[config.mk]
export PLATFORM = sky130hd
export DESIGN_NAME = hetero_dir_multi
export DESIGN_NICKNAME = d
export VERILOG_FILES = /design/src/rtl/hetero_dir_multi.sv
export SDC_FILE = /design/constraint.sdc
export NUM_CORES = 2
export LEC_CHECK = 0
export BUFFER_PORTS_ARGS = -buffer_cell sky130_fd_sc_hd__buf_2
export CELL_PAD_IN_SITES_DETAIL_PLACEMENT = 0
export CELL_PAD_IN_SITES_GLOBAL_PLACEMENT = 1
export CORE_MARGIN = 2
export CORE_UTILIZATION = 47
export DETAILED_ROUTE_END_ITERATION = 7
export PLACE_DENSITY_LB_ADDON = 0.1
export SETUP_SLACK_MARGIN = 0.3
export SLEW_MARGIN = 25
export SYNTH_ARGS = -nofsm -noshare
export SYNTH_HDL_FRONTEND = slang
export SYNTH_SLANG_ARGS = --single-unit
[constraint.sdc]
create_clock -name clk -period 4.3 [get_ports clk]
set_clock_uncertainty 0.1 [all_clocks]
set_input_delay 0.215 -clock clk [delete_from_list [all_inputs] [get_ports clk]]
set_output_delay 0.215 -clock clk [all_outputs]
set_load 0.05 [all_outputs]
[src/rtl/hetero_dir_multi.sv]
// hetero_dir_multi: direct-mapped CPU/GPU coherence directory (I/S/M per line).
// Each entry holds valid, tag, state and separate CPU/GPU sharer bitmasks.
// One request is in flight at a time. Each request goes through
// IDLE -> LOOKUP -> [INVAL -> WAIT] -> RESP.
// The directory recalls a conflicting victim line or invalidates the other
// sharers, and it collects every invalidation ack before it grants.
// Ports:
//   clk, rst_n              clock, asynchronous active-low reset
//   req_valid/ready         request handshake; ready only while idle
//   req_addr/type/src       line address, 0=Read 1=Write 2/3=Evict, client id
//   ack_valid/ack_src       invalidation ack from a client
//   inval_valid             one-cycle pulse qualifying cpu_inval/gpu_inval
//   resp_valid/src/grant    one-cycle completion: 1=S, 2=M, 3=evict done
module hetero_dir_multi #(
  parameter int N_CPU       = 4,
  parameter int N_GPU       = 8,
  parameter int LINE_ADDR_W = 32,
  parameter int N_ENTRIES   = 16,
  localparam int IDX_W      = $clog2(N_ENTRIES),
  localparam int SRC_W      = $clog2(N_CPU + N_GPU)
) (
  input  logic                   clk,
  input  logic                   rst_n,
  input  logic                   req_valid,
  output logic                   req_ready,
  input  logic [LINE_ADDR_W-1:0] req_addr,
  input  logic [1:0]             req_type,
  input  logic [SRC_W-1:0]       req_src,
  input  logic                   ack_valid,
  input  logic [SRC_W-1:0]       ack_src,
  output logic                   inval_valid,
  output logic [N_CPU-1:0]       cpu_inval,
  output logic [N_GPU-1:0]       gpu_inval,
  output logic                   resp_valid,
  output logic [SRC_W-1:0]       resp_src,
  output logic [1:0]             resp_grant
);

  localparam int          TAG_W  = LINE_ADDR_W - IDX_W;
  localparam int unsigned NCPU_U = N_CPU;
  localparam int unsigned NGPU_U = N_GPU;
  localparam int unsigned NENT_U = N_ENTRIES;

  localparam logic [1:0] GR_S  = 2'd1;
  localparam logic [1:0] GR_M  = 2'd2;
  localparam logic [1:0] GR_EV = 2'd3;

  typedef enum logic [2:0] {ST_IDLE, ST_LOOKUP, ST_INVAL, ST_WAIT, ST_RESP} fsm_e;
  typedef enum logic [1:0] {LS_I, LS_S, LS_M} line_e;

  // Client id to sharer bit; out-of-range ids map to no bit at all.
  function automatic logic [N_CPU-1:0] cpu_bit(input logic [SRC_W-1:0] id);
    logic [N_CPU-1:0] b;
    b = '0;
    for (int unsigned i = 0; i < NCPU_U; i++)
      if (32'(id) == i) b[i] = 1'b1;
    return b;
  endfunction

  function automatic logic [N_GPU-1:0] gpu_bit(input logic [SRC_W-1:0] id);
    logic [N_GPU-1:0] b;
    b = '0;
    for (int unsigned i = 0; i < NGPU_U; i++)
      if (32'(id) == i + NCPU_U) b[i] = 1'b1;
    return b;
  endfunction

  // Directory table
  logic              ent_valid_q [N_ENTRIES];
  logic              ent_valid_d [N_ENTRIES];
  logic [TAG_W-1:0]  ent_tag_q   [N_ENTRIES];
  logic [TAG_W-1:0]  ent_tag_d   [N_ENTRIES];
  line_e             ent_state_q [N_ENTRIES];
  line_e             ent_state_d [N_ENTRIES];
  logic [N_CPU-1:0]  ent_cpu_q   [N_ENTRIES];
  logic [N_CPU-1:0]  ent_cpu_d   [N_ENTRIES];
  logic [N_GPU-1:0]  ent_gpu_q   [N_ENTRIES];
  logic [N_GPU-1:0]  ent_gpu_d   [N_ENTRIES];

  // Request context and staged entry update
  fsm_e                   state_q, state_d;
  logic [LINE_ADDR_W-1:0] addr_q, addr_d;
  logic [1:0]             type_q, type_d;
  logic [SRC_W-1:0]       src_q, src_d;
  logic                   new_valid_q, new_valid_d;
  logic [TAG_W-1:0]       new_tag_q, new_tag_d;
  line_e                  new_state_q, new_state_d;
  logic [N_CPU-1:0]       new_cpu_q, new_cpu_d;
  logic [N_GPU-1:0]       new_gpu_q, new_gpu_d;
  logic [1:0]             grant_q, grant_d;
  logic [N_CPU-1:0]       pend_cpu_q, pend_cpu_d;
  logic [N_GPU-1:0]       pend_gpu_q, pend_gpu_d;

  // Registered outputs
  logic                   req_ready_q, req_ready_d;
  logic                   inval_valid_q, inval_valid_d;
  logic [N_CPU-1:0]       cpu_inval_q, cpu_inval_d;
  logic [N_GPU-1:0]       gpu_inval_q, gpu_inval_d;
  logic                   resp_valid_q, resp_valid_d;
  logic [SRC_W-1:0]       resp_src_q, resp_src_d;
  logic [1:0]             resp_grant_q, resp_grant_d;

  assign req_ready   = req_ready_q;
  assign inval_valid = inval_valid_q;
  assign cpu_inval   = cpu_inval_q;
  assign gpu_inval   = gpu_inval_q;
  assign resp_valid  = resp_valid_q;
  assign resp_src    = resp_src_q;
  assign resp_grant  = resp_grant_q;

  // Lookup of the latched request against its indexed entry
  logic [IDX_W-1:0] idx;
  logic [TAG_W-1:0] tag;
  logic             e_valid;
  logic [TAG_W-1:0] e_tag;
  line_e            e_state;
  logic [N_CPU-1:0] e_cpu, s_cpu, b_cpu, lk_cpu, lk_mcpu, a_cpu;
  logic [N_GPU-1:0] e_gpu, s_gpu, b_gpu, lk_gpu, lk_mgpu, a_gpu;
  logic             hit, is_evict, victim;
  logic             lk_valid;
  logic [TAG_W-1:0] lk_tag;
  line_e            lk_state;
  logic [1:0]       lk_grant;

  assign idx      = addr_q[IDX_W-1:0];
  assign tag      = addr_q[LINE_ADDR_W-1:IDX_W];
  assign e_valid  = ent_valid_q[idx];
  assign e_tag    = ent_tag_q[idx];
  assign e_state  = ent_state_q[idx];
  assign e_cpu    = ent_cpu_q[idx];
  assign e_gpu    = ent_gpu_q[idx];
  assign s_cpu    = cpu_bit(src_q);
  assign s_gpu    = gpu_bit(src_q);
  assign a_cpu    = ack_valid ? cpu_bit(ack_src) : '0;
  assign a_gpu    = ack_valid ? gpu_bit(ack_src) : '0;
  assign hit      = e_valid && (e_tag == tag);
  assign is_evict = type_q[1];
  // An evict never recalls; it only acts on a line it hits.
  assign victim   = !hit && e_valid && (|{e_cpu, e_gpu}) && !is_evict;

  always_comb begin
    lk_valid = e_valid;
    lk_tag   = e_tag;
    lk_state = e_state;
    lk_cpu   = e_cpu;
    lk_gpu   = e_gpu;
    lk_mcpu  = '0;
    lk_mgpu  = '0;
    lk_grant = GR_EV;
    b_cpu    = hit ? e_cpu : '0;
    b_gpu    = hit ? e_gpu : '0;
    if (is_evict) begin
      if (hit) begin
        lk_cpu = e_cpu & ~s_cpu;
        lk_gpu = e_gpu & ~s_gpu;
        if ((lk_cpu == '0) && (lk_gpu == '0)) lk_state = LS_I;
      end
    end else begin
      lk_valid = 1'b1;
      lk_tag   = tag;
      // A victim recall empties the line first, so the request is then
      // applied to an empty entry and needs no further invalidations.
      if (victim) begin
        lk_mcpu = e_cpu;
        lk_mgpu = e_gpu;
      end
      if (type_q == 2'd1) begin
        lk_state = LS_M;
        lk_cpu   = s_cpu;
        lk_gpu   = s_gpu;
        lk_grant = GR_M;
        if (hit) begin
          lk_mcpu = e_cpu & ~s_cpu;
          lk_mgpu = e_gpu & ~s_gpu;
        end
      end else if (hit && (e_state == LS_M)) begin
        if ((e_cpu == s_cpu) && (e_gpu == s_gpu)) begin
          lk_grant = GR_M;
        end else begin
          lk_mcpu  = e_cpu;
          lk_mgpu  = e_gpu;
          lk_state = LS_S;
          lk_cpu   = s_cpu;
          lk_gpu   = s_gpu;
          lk_grant = GR_S;
        end
      end else begin
        lk_state = LS_S;
        lk_cpu   = b_cpu | s_cpu;
        lk_gpu   = b_gpu | s_gpu;
        lk_grant = GR_S;
      end
    end
  end

  logic             commit;
  logic             c_valid;
  logic [TAG_W-1:0] c_tag;
  line_e            c_state;
  logic [N_CPU-1:0] c_cpu;
  logic [N_GPU-1:0] c_gpu;

  always_comb begin
    state_d       = state_q;
    addr_d        = addr_q;
    type_d        = type_q;
    src_d         = src_q;
    new_valid_d   = new_valid_q;
    new_tag_d     = new_tag_q;
    new_state_d   = new_state_q;
    new_cpu_d     = new_cpu_q;
    new_gpu_d     = new_gpu_q;
    grant_d       = grant_q;
    pend_cpu_d    = pend_cpu_q;
    pend_gpu_d    = pend_gpu_q;
    inval_valid_d = 1'b0;
    cpu_inval_d   = '0;
    gpu_inval_d   = '0;
    resp_valid_d  = 1'b0;
    resp_src_d    = '0;
    resp_grant_d  = '0;
    ent_valid_d   = ent_valid_q;
    ent_tag_d     = ent_tag_q;
    ent_state_d   = ent_state_q;
    ent_cpu_d     = ent_cpu_q;
    ent_gpu_d     = ent_gpu_q;
    commit        = 1'b0;
    c_valid       = new_valid_q;
    c_tag         = new_tag_q;
    c_state       = new_state_q;
    c_cpu         = new_cpu_q;
    c_gpu         = new_gpu_q;

    case (state_q)
      ST_IDLE: begin
        if (req_valid && req_ready_q) begin
          addr_d  = req_addr;
          type_d  = req_type;
          src_d   = req_src;
          state_d = ST_LOOKUP;
        end
      end
      ST_LOOKUP: begin
        new_valid_d = lk_valid;
        new_tag_d   = lk_tag;
        new_state_d = lk_state;
        new_cpu_d   = lk_cpu;
        new_gpu_d   = lk_gpu;
        grant_d     = lk_grant;
        if ((lk_mcpu == '0) && (lk_mgpu == '0)) begin
          state_d      = ST_RESP;
          commit       = 1'b1;
          c_valid      = lk_valid;
          c_tag        = lk_tag;
          c_state      = lk_state;
          c_cpu        = lk_cpu;
          c_gpu        = lk_gpu;
          resp_valid_d = 1'b1;
          resp_src_d   = src_q;
          resp_grant_d = lk_grant;
        end else begin
          state_d       = ST_INVAL;
          inval_valid_d = 1'b1;
          cpu_inval_d   = lk_mcpu;
          gpu_inval_d   = lk_mgpu;
        end
      end
      ST_INVAL: begin
        // The driven mask becomes the pending set; an ack in this cycle counts.
        pend_cpu_d = cpu_inval_q & ~a_cpu;
        pend_gpu_d = gpu_inval_q & ~a_gpu;
        state_d    = ST_WAIT;
      end
      ST_WAIT: begin
        pend_cpu_d = pend_cpu_q & ~a_cpu;
        pend_gpu_d = pend_gpu_q & ~a_gpu;
        if ((pend_cpu_d == '0) && (pend_gpu_d == '0)) begin
          state_d      = ST_RESP;
          commit       = 1'b1;
          resp_valid_d = 1'b1;
          resp_src_d   = src_q;
          resp_grant_d = grant_q;
        end
      end
      ST_RESP: begin
        state_d = ST_IDLE;
      end
      default: begin
        state_d = ST_IDLE;
      end
    endcase

    if (commit) begin
      ent_valid_d[idx] = c_valid;
      ent_tag_d[idx]   = c_tag;
      ent_state_d[idx] = c_state;
      ent_cpu_d[idx]   = c_cpu;
      ent_gpu_d[idx]   = c_gpu;
    end

    req_ready_d = (state_d == ST_IDLE);
  end

  always_ff @(posedge clk or negedge rst_n) begin
    if (!rst_n) begin
      state_q       <= ST_IDLE;
      addr_q        <= '0;
      type_q        <= '0;
      src_q         <= '0;
      new_valid_q   <= 1'b0;
      new_tag_q     <= '0;
      new_state_q   <= LS_I;
      new_cpu_q     <= '0;
      new_gpu_q     <= '0;
      grant_q       <= '0;
      pend_cpu_q    <= '0;
      pend_gpu_q    <= '0;
      req_ready_q   <= 1'b1;
      inval_valid_q <= 1'b0;
      cpu_inval_q   <= '0;
      gpu_inval_q   <= '0;
      resp_valid_q  <= 1'b0;
      resp_src_q    <= '0;
      resp_grant_q  <= '0;
      for (int unsigned i = 0; i < NENT_U; i++) begin
        ent_valid_q[i] <= 1'b0;
        ent_tag_q[i]   <= '0;
        ent_state_q[i] <= LS_I;
        ent_cpu_q[i]   <= '0;
        ent_gpu_q[i]   <= '0;
      end
    end else begin
      state_q       <= state_d;
      addr_q        <= addr_d;
      type_q        <= type_d;
      src_q         <= src_d;
      new_valid_q   <= new_valid_d;
      new_tag_q     <= new_tag_d;
      new_state_q   <= new_state_d;
      new_cpu_q     <= new_cpu_d;
      new_gpu_q     <= new_gpu_d;
      grant_q       <= grant_d;
      pend_cpu_q    <= pend_cpu_d;
      pend_gpu_q    <= pend_gpu_d;
      req_ready_q   <= req_ready_d;
      inval_valid_q <= inval_valid_d;
      cpu_inval_q   <= cpu_inval_d;
      gpu_inval_q   <= gpu_inval_d;
      resp_valid_q  <= resp_valid_d;
      resp_src_q    <= resp_src_d;
      resp_grant_q  <= resp_grant_d;
      ent_valid_q   <= ent_valid_d;
      ent_tag_q     <= ent_tag_d;
      ent_state_q   <= ent_state_d;
      ent_cpu_q     <= ent_cpu_d;
      ent_gpu_q     <= ent_gpu_d;
    end
  end

endmodule

# ---- After elaboration in Yosys (flattened, before gate mapping)
# Index checks and enable logic that the tools add are counted.
dict set report op_classes {
  n_lt_le_gt_ge 2
  eq_ne 30
  mux 123
  n_bitwise 13
  reduce_logical 26
}
# operator n
set op_table {}
lappend op_table {{$bwmux W448} 1}
lappend op_table {{$mux W28} 6}
lappend op_table {{$mux W8} 20}
lappend op_table {{$bwmux W128} 1}
lappend op_table {{$bmux W28 S4} 1}
lappend op_table {{$demux W28 S4} 1}
lappend op_table {{$mux W4} 22}
lappend op_table {{$bwmux W64} 1}
lappend op_table {{$mux W1} 34}
lappend op_table {{$mux W2} 17}
lappend op_table {{$bmux W8 S4} 1}
lappend op_table {{$bwmux W32} 1}
lappend op_table {{$demux W8 S4} 1}
lappend op_table {{$eq A4 B3 Y1 const B} 8}
lappend op_table {{$eq A4 B4 Y1 const B} 8}
lappend op_table {{$eq A28 B28 Y1} 1}
lappend op_table {{$and A8 B8 Y8} 3}
lappend op_table {{$logic_not A8 Y1} 3}
lappend op_table {{$logic_not A4 Y1} 5}
lappend op_table {{$bmux W4 S4} 1}
lappend op_table {{$bwmux W16} 1}
lappend op_table {{$demux W4 S4} 1}
lappend op_table {{$eq A4 B2 Y1 const B} 4}
lappend op_table {{$not A8 Y8} 2}
lappend op_table {{30 further kinds} 50}
dict set report totals {
  register_bits 807
  input_bits 46
  output_inout_bits 21
}

# ---- Logic depth before layout (Yosys ltp)
dict set report logic_depth {
  word_depth 20
  mapped_depth 22
}

# ---- Least setup slack after synthesis
# OpenSTA, ideal clock, no wires.
dict set report synth_path {
  kind {register -> register}
  start {register addr_q[0]}
  end {register ent_tag_q[181] (netlist name)}
  t_arrival_ns 4.482
  setup_slack_ns -0.409
  path_stages_with_launch 18
  n_path_buf 5
  synth_period_minus_slack_ns 4.709
  cell_sequence {dfrtp_1 -> buf_2 -> buf_1 -> mux4_2 -> mux4_2 -> ha_1 -> nand4_1 -> nor3_1 -> nor2b_1 -> nand4b_1 -> nor4_1 -> o31ai_2 -> a21oi_4 -> buf_6 -> buf_6 -> buf_6 -> nor3_1 -> a221o_1}
}
dict set report synth_via {
  elab_chain_cells 20
}
# element line
set synth_lines {}
lappend synth_lines {{start: declaration} 82} ;# logic [LINE_ADDR_W-1:0] addr_q, addr_d;
lappend synth_lines {{start signal: assignment} 334} ;# addr_q <= addr_d;
lappend synth_lines {{$not A4 Y5 (not written as such) (*)} --}
lappend synth_lines {{$bmux W28 S4} 128} ;# assign e_tag = ent_tag_q[idx];
lappend synth_lines {{$mux W28 (not written as such) (2 in series)} 128}
lappend synth_lines {{$eq A28 B28 Y1} 136} ;# assign hit = e_valid && (e_tag == tag);
lappend synth_lines {{$logic_and A1 B1 Y1} 136}
lappend synth_lines {{$logic_not A1 Y1} 139} ;# assign victim = !hit && e_valid && (|{e_cpu, e_gpu}) && !is_evict;
lappend synth_lines {{$logic_and A1 B1 Y1 (3 in series)} 139}
lappend synth_lines {{$mux W8 or $mux W4 (tied branches)} 163} ;# if (victim) begin
lappend synth_lines {{$mux W8 or $mux W4 (tied branches)} 177} ;# if ((e_cpu == s_cpu) && (e_gpu == s_gpu)) begin
lappend synth_lines {{$mux W8 or $mux W4 (tied branches)} 176} ;# end else if (hit && (e_state == LS_M)) begin
lappend synth_lines {{$mux W8 or $mux W4 (tied branches)} 167} ;# if (type_q == 2'd1) begin
lappend synth_lines {{$mux W8 or $mux W4 (tied branches)} 152} ;# if (is_evict) begin
lappend synth_lines {{$logic_not A8 Y1 or $logic_not A4 Y1 (tied branches)} 250} ;# if ((lk_mcpu == '0) && (lk_mgpu == '0)) begin
lappend synth_lines {{$logic_and A1 B1 Y1} 250}
lappend synth_lines {{$mux W28} 250}
lappend synth_lines {{$mux W28} 234} ;# case (state_q)
lappend synth_lines {{$bwmux W448} 295} ;# ent_tag_d[idx] = c_tag;
lappend synth_lines {{end signal: assignment} 353} ;# ent_tag_q <= ent_tag_d;
lappend synth_lines {{end: declaration} 71} ;# logic [TAG_W-1:0] ent_tag_q [N_ENTRIES];
# Every way passes the cells marked *; elsewhere a longest branch is shown, timed or not. The select of a mux whose other input is x is not followed.
# A chain may end at the register's enable or synchronous reset.

# ---- Worst setup path in the final report
dict set report layout_path {
  start {register addr_q[0]}
  end {register ent_tag_q[323] (netlist name)}
}
# The elaborated chain is that of the path after synthesis.

==> flow_summary.ini <==
[critical_path]
reg2reg_depth = 19
worstSetupStartpoint = addr_q[0]
r2r-end = ent_tag_q[323]
worstPathRequired_ns = 4.83
critPathKind = flip-flop to flip-flop
crit_end = ent_tag_q[323]
reg2reg_from = addr_q[0]
startpoint_type = flip-flop
critPathMaxFanout = 10
r2r_setup_slack_ns = -0.62
crit_arrival_ns = 5.44
worst_setup_path_end_kind = flip-flop

[cts]
cts_tree = yes
clock_sinks = 807
clkLatencyLatePin_ns = 0.71
cts_buffer_depth = 3
numCtsBuffers = 92
cts_root_buffer = clkbuf_16
clkTransAtPathRegs_ns = 0.06
h-tree-depth = 3

[yosys]
yosysTopAreaCell = dfrtp_1
synthCells = 3738
netlist.area_leader.share = 0.484
ys_ff_latch = 807
synth_fp_nets = 3796
synth_cell_type_count = 83
synthTopCellsByArea = dfrtp_1 (48%), mux4_2 (7.3%), o221a_2 (5.6%)
synth_edf_count = 0
async_reset_ff_frac = 1.00
ys_warn_count = 0
synth.avg_cell_area_sq_um = 11.2
synth-seq-area-share = 0.484
synthFlopType = dfrtp_1
synthesis.area_sq_mm = 0.0417

[sta]
setup_ws_ns = -0.618
final.setup.tns_ns = -345.63
rsz0062_at_grt = true
finalHoldViolCount = 0
slew_headroom = 0.203
fmax_mhz = 203
setup_violations = 707
slew_viol_final = 0
tightest_slew_ns = 1.19
fin_crit_sh = 1.14
period_needed_ns = 4.92
holdWs_ns = 0.0613

[finish]
fill_cells = 6911
nets = 4216
syn_to_final_growth_pct = 30.2
drive_gt1_frac = 0.361

[detailed_routing]
drt_pass1_iterations = 8
drt-total-wl_mm = 199
via_per_inst = 7.12
drt-initial-drc-count = 5845
drcViolationCount = 4
ant_nets = 0
wl_per_cell_um = 36.8
vias = 38500

[place]
place_ws_ns = -0.972
gp_congestion = 0.966
detailed_place_hpwl_mm = 121
io_buffer_count = 66

[floorplanning]
initial_core_util = 0.473
dieArea_sq_mm = 0.0911
pin_count = 67
die_w_um = 302
rows = 109
die_height_um = 302
coreArea_sq_mm = 0.0881

[global_route]
grt_pass1_vias = 37600
grt_pass1_wl_mm = 274
grt_max_degree = 109
grt_antenna_before_repair = 5
grt_remaining_overflow = 0
gr-usage-all-layers = 0.419

[pwr]
p_total_mw = 50.0
power_leakage_nw = 22.4
powerDensity_mw_per_mm2 = 922
ir_worst_vdd_mv = 0.972

[run_status]
outcome = complete, but fails checks
violations = design-rule violations, negative setup slack

[job]
max_cap_violations = 0

[worst_hold_path]
hold_path_class = input port to flip-flop
state kept, by name (all words and copies together), names as in the netlist, 3 cells and up:
register / flops
addr_q: 32
cpu_inval: 4
ent_cpu_q: 64
ent_gpu_q: 128
ent_state_q: 32
ent_tag_q: 448
ent_valid_q: 16
gpu_inval: 8
new_cpu_q: 4
new_gpu_q: 8
new_tag_q: 28
pend_cpu_q: 4
pend_gpu_q: 8
resp_src: 4
src_q: 4
state_q: 3
final cells by class:
class	count	area [sq um]	area share
antenna	4	10.0	0.000184
clock buffer	134	2680	0.0493
clock inverter	35	398	0.00733
inverter	138	526	0.00968
multi-input combinational	2373	20800	0.384
sequential	807	20200	0.372
tap	1165	1460	0.0268
timing repair buffer	746	8180	0.151
cell usage after synthesis (all sizes together), types with 19 or more instances:
master / count
a21o: 19
mux2: 67
a221o: 46
mux2i: 126
and2: 19
o22ai: 27
inv: 137
nor3: 58
o32ai: 40
a221oi: 55
clkbuf: 205
nand2: 192
a31oi: 83
o221a: 207
o21a: 76
mux4: 135
a32oi: 26
nand3: 228
o21ai: 104
a2bb2oi: 223
a21oi: 85
dfrtp: 806
buf: 216
a22oi: 61
nor2: 239
a211oi: 35
cells in the final DEF, fill, tap and decap left out, drive strengths merged, types with 58 or more instances in the layout:
cell / count
clkbuf: 161
a22oi: 61
mux2i: 126
buf: 668
a2bb2oi: 223
o221a: 207
nor3: 58
a21oi: 85
inv: 143
a31oi: 83
nand3: 228
o21ai: 104
nor2: 239
nand2: 192
mux4: 135
dfrtp: 806
mux2: 67
o21a: 76
kinds of logic (layout without fill, tap and decap cells):
family	count (synthesis)	in the layout	share of synthesized area
AO/OA/AOI/OAI	1161	1162	0.233
other	0	4	0
multiplexers	328	328	0.121
AND/OR/NAND/NOR	845	845	0.0938
flip-flops	807	807	0.484
XOR/XNOR	26	26	0.00546
buffers and inverters	559	1053	0.0588
adder cells (fa/ha/maj)	12	12	0.00360
power breakdown:
part           switching [mW]  internal, mW  total, mW
registers                3.11          10.9       14.0
clock network            3.49          4.70       8.19
logic                    15.5          12.4       27.9
worst max-delay path, stage by stage (launching register included):
cell and delay (ns):
dfrtp_4 0.56, clkbuf_16 0.21, and2_1 0.18, buf_4 0.18
buf_4 0.14, a22oi_2 0.32, and3_1 0.24, o22ai_1 0.10
a21oi_2 0.37, nand4_4 0.23, buf_12 0.18, o41a_1 0.47
o31ai_4 0.31, a21oi_4 0.08, buf_12 0.17, buf_12 0.14
a21oi_4 0.20, buf_8 0.21, buf_12 0.18, o221a_2 0.21
per-stage QoR:
step	cells	instance area, sq um	util
finish	5402	54300	0.616
detailed placement	5067	47200	0.536
global placement	5067	47200	0.536
floorplan	3738	42000	-
CTS	5314	51800	0.588
global route	5399	54300	0.616
metal layers:
layer / vias to the layer above / part of all wire / GRT usage
met5: - / 0.00017 / 0
met4: 4 / 0.059 / 0.192
met3: 670 / 0.14 / 0.144
met2: 3042 / 0.42 / 0.598
met1: 19500 / 0.38 / 0.576
li1: 15200 / - / -
worst min-delay path by stage:
stage / endpoint / startpoint / cells past startpoint / slack, ns
2_1_floorplan: addr_q[0] / rst_n / 0 / -0.18
3_3_place_gp: addr_q[28] / rst_n / 1 / 0.32
3_5_place_dp: addr_q[28] / rst_n / 1 / 0.33
4_1_cts: pend_gpu_q[2] / ack_src[3] / 4 / 0.02
5_1_grt: pend_gpu_q[2] / ack_src[3] / 4 / 0.06
6_report: pend_gpu_q[0] / ack_src[3] / 4 / 0.06
what timing repair did:
item                                    4_1_cts  5_1_grt
hold buffers                                 44        1
gates resized for setup                     119      205
pin swaps                                    27       38
setup buffers                                26       52
gates cloned                                  8       30
endpoints found under the hold margin       138        6
endpoints found under the setup margin      726      726
No activity file was read; power rests on OpenSTA's default activity.
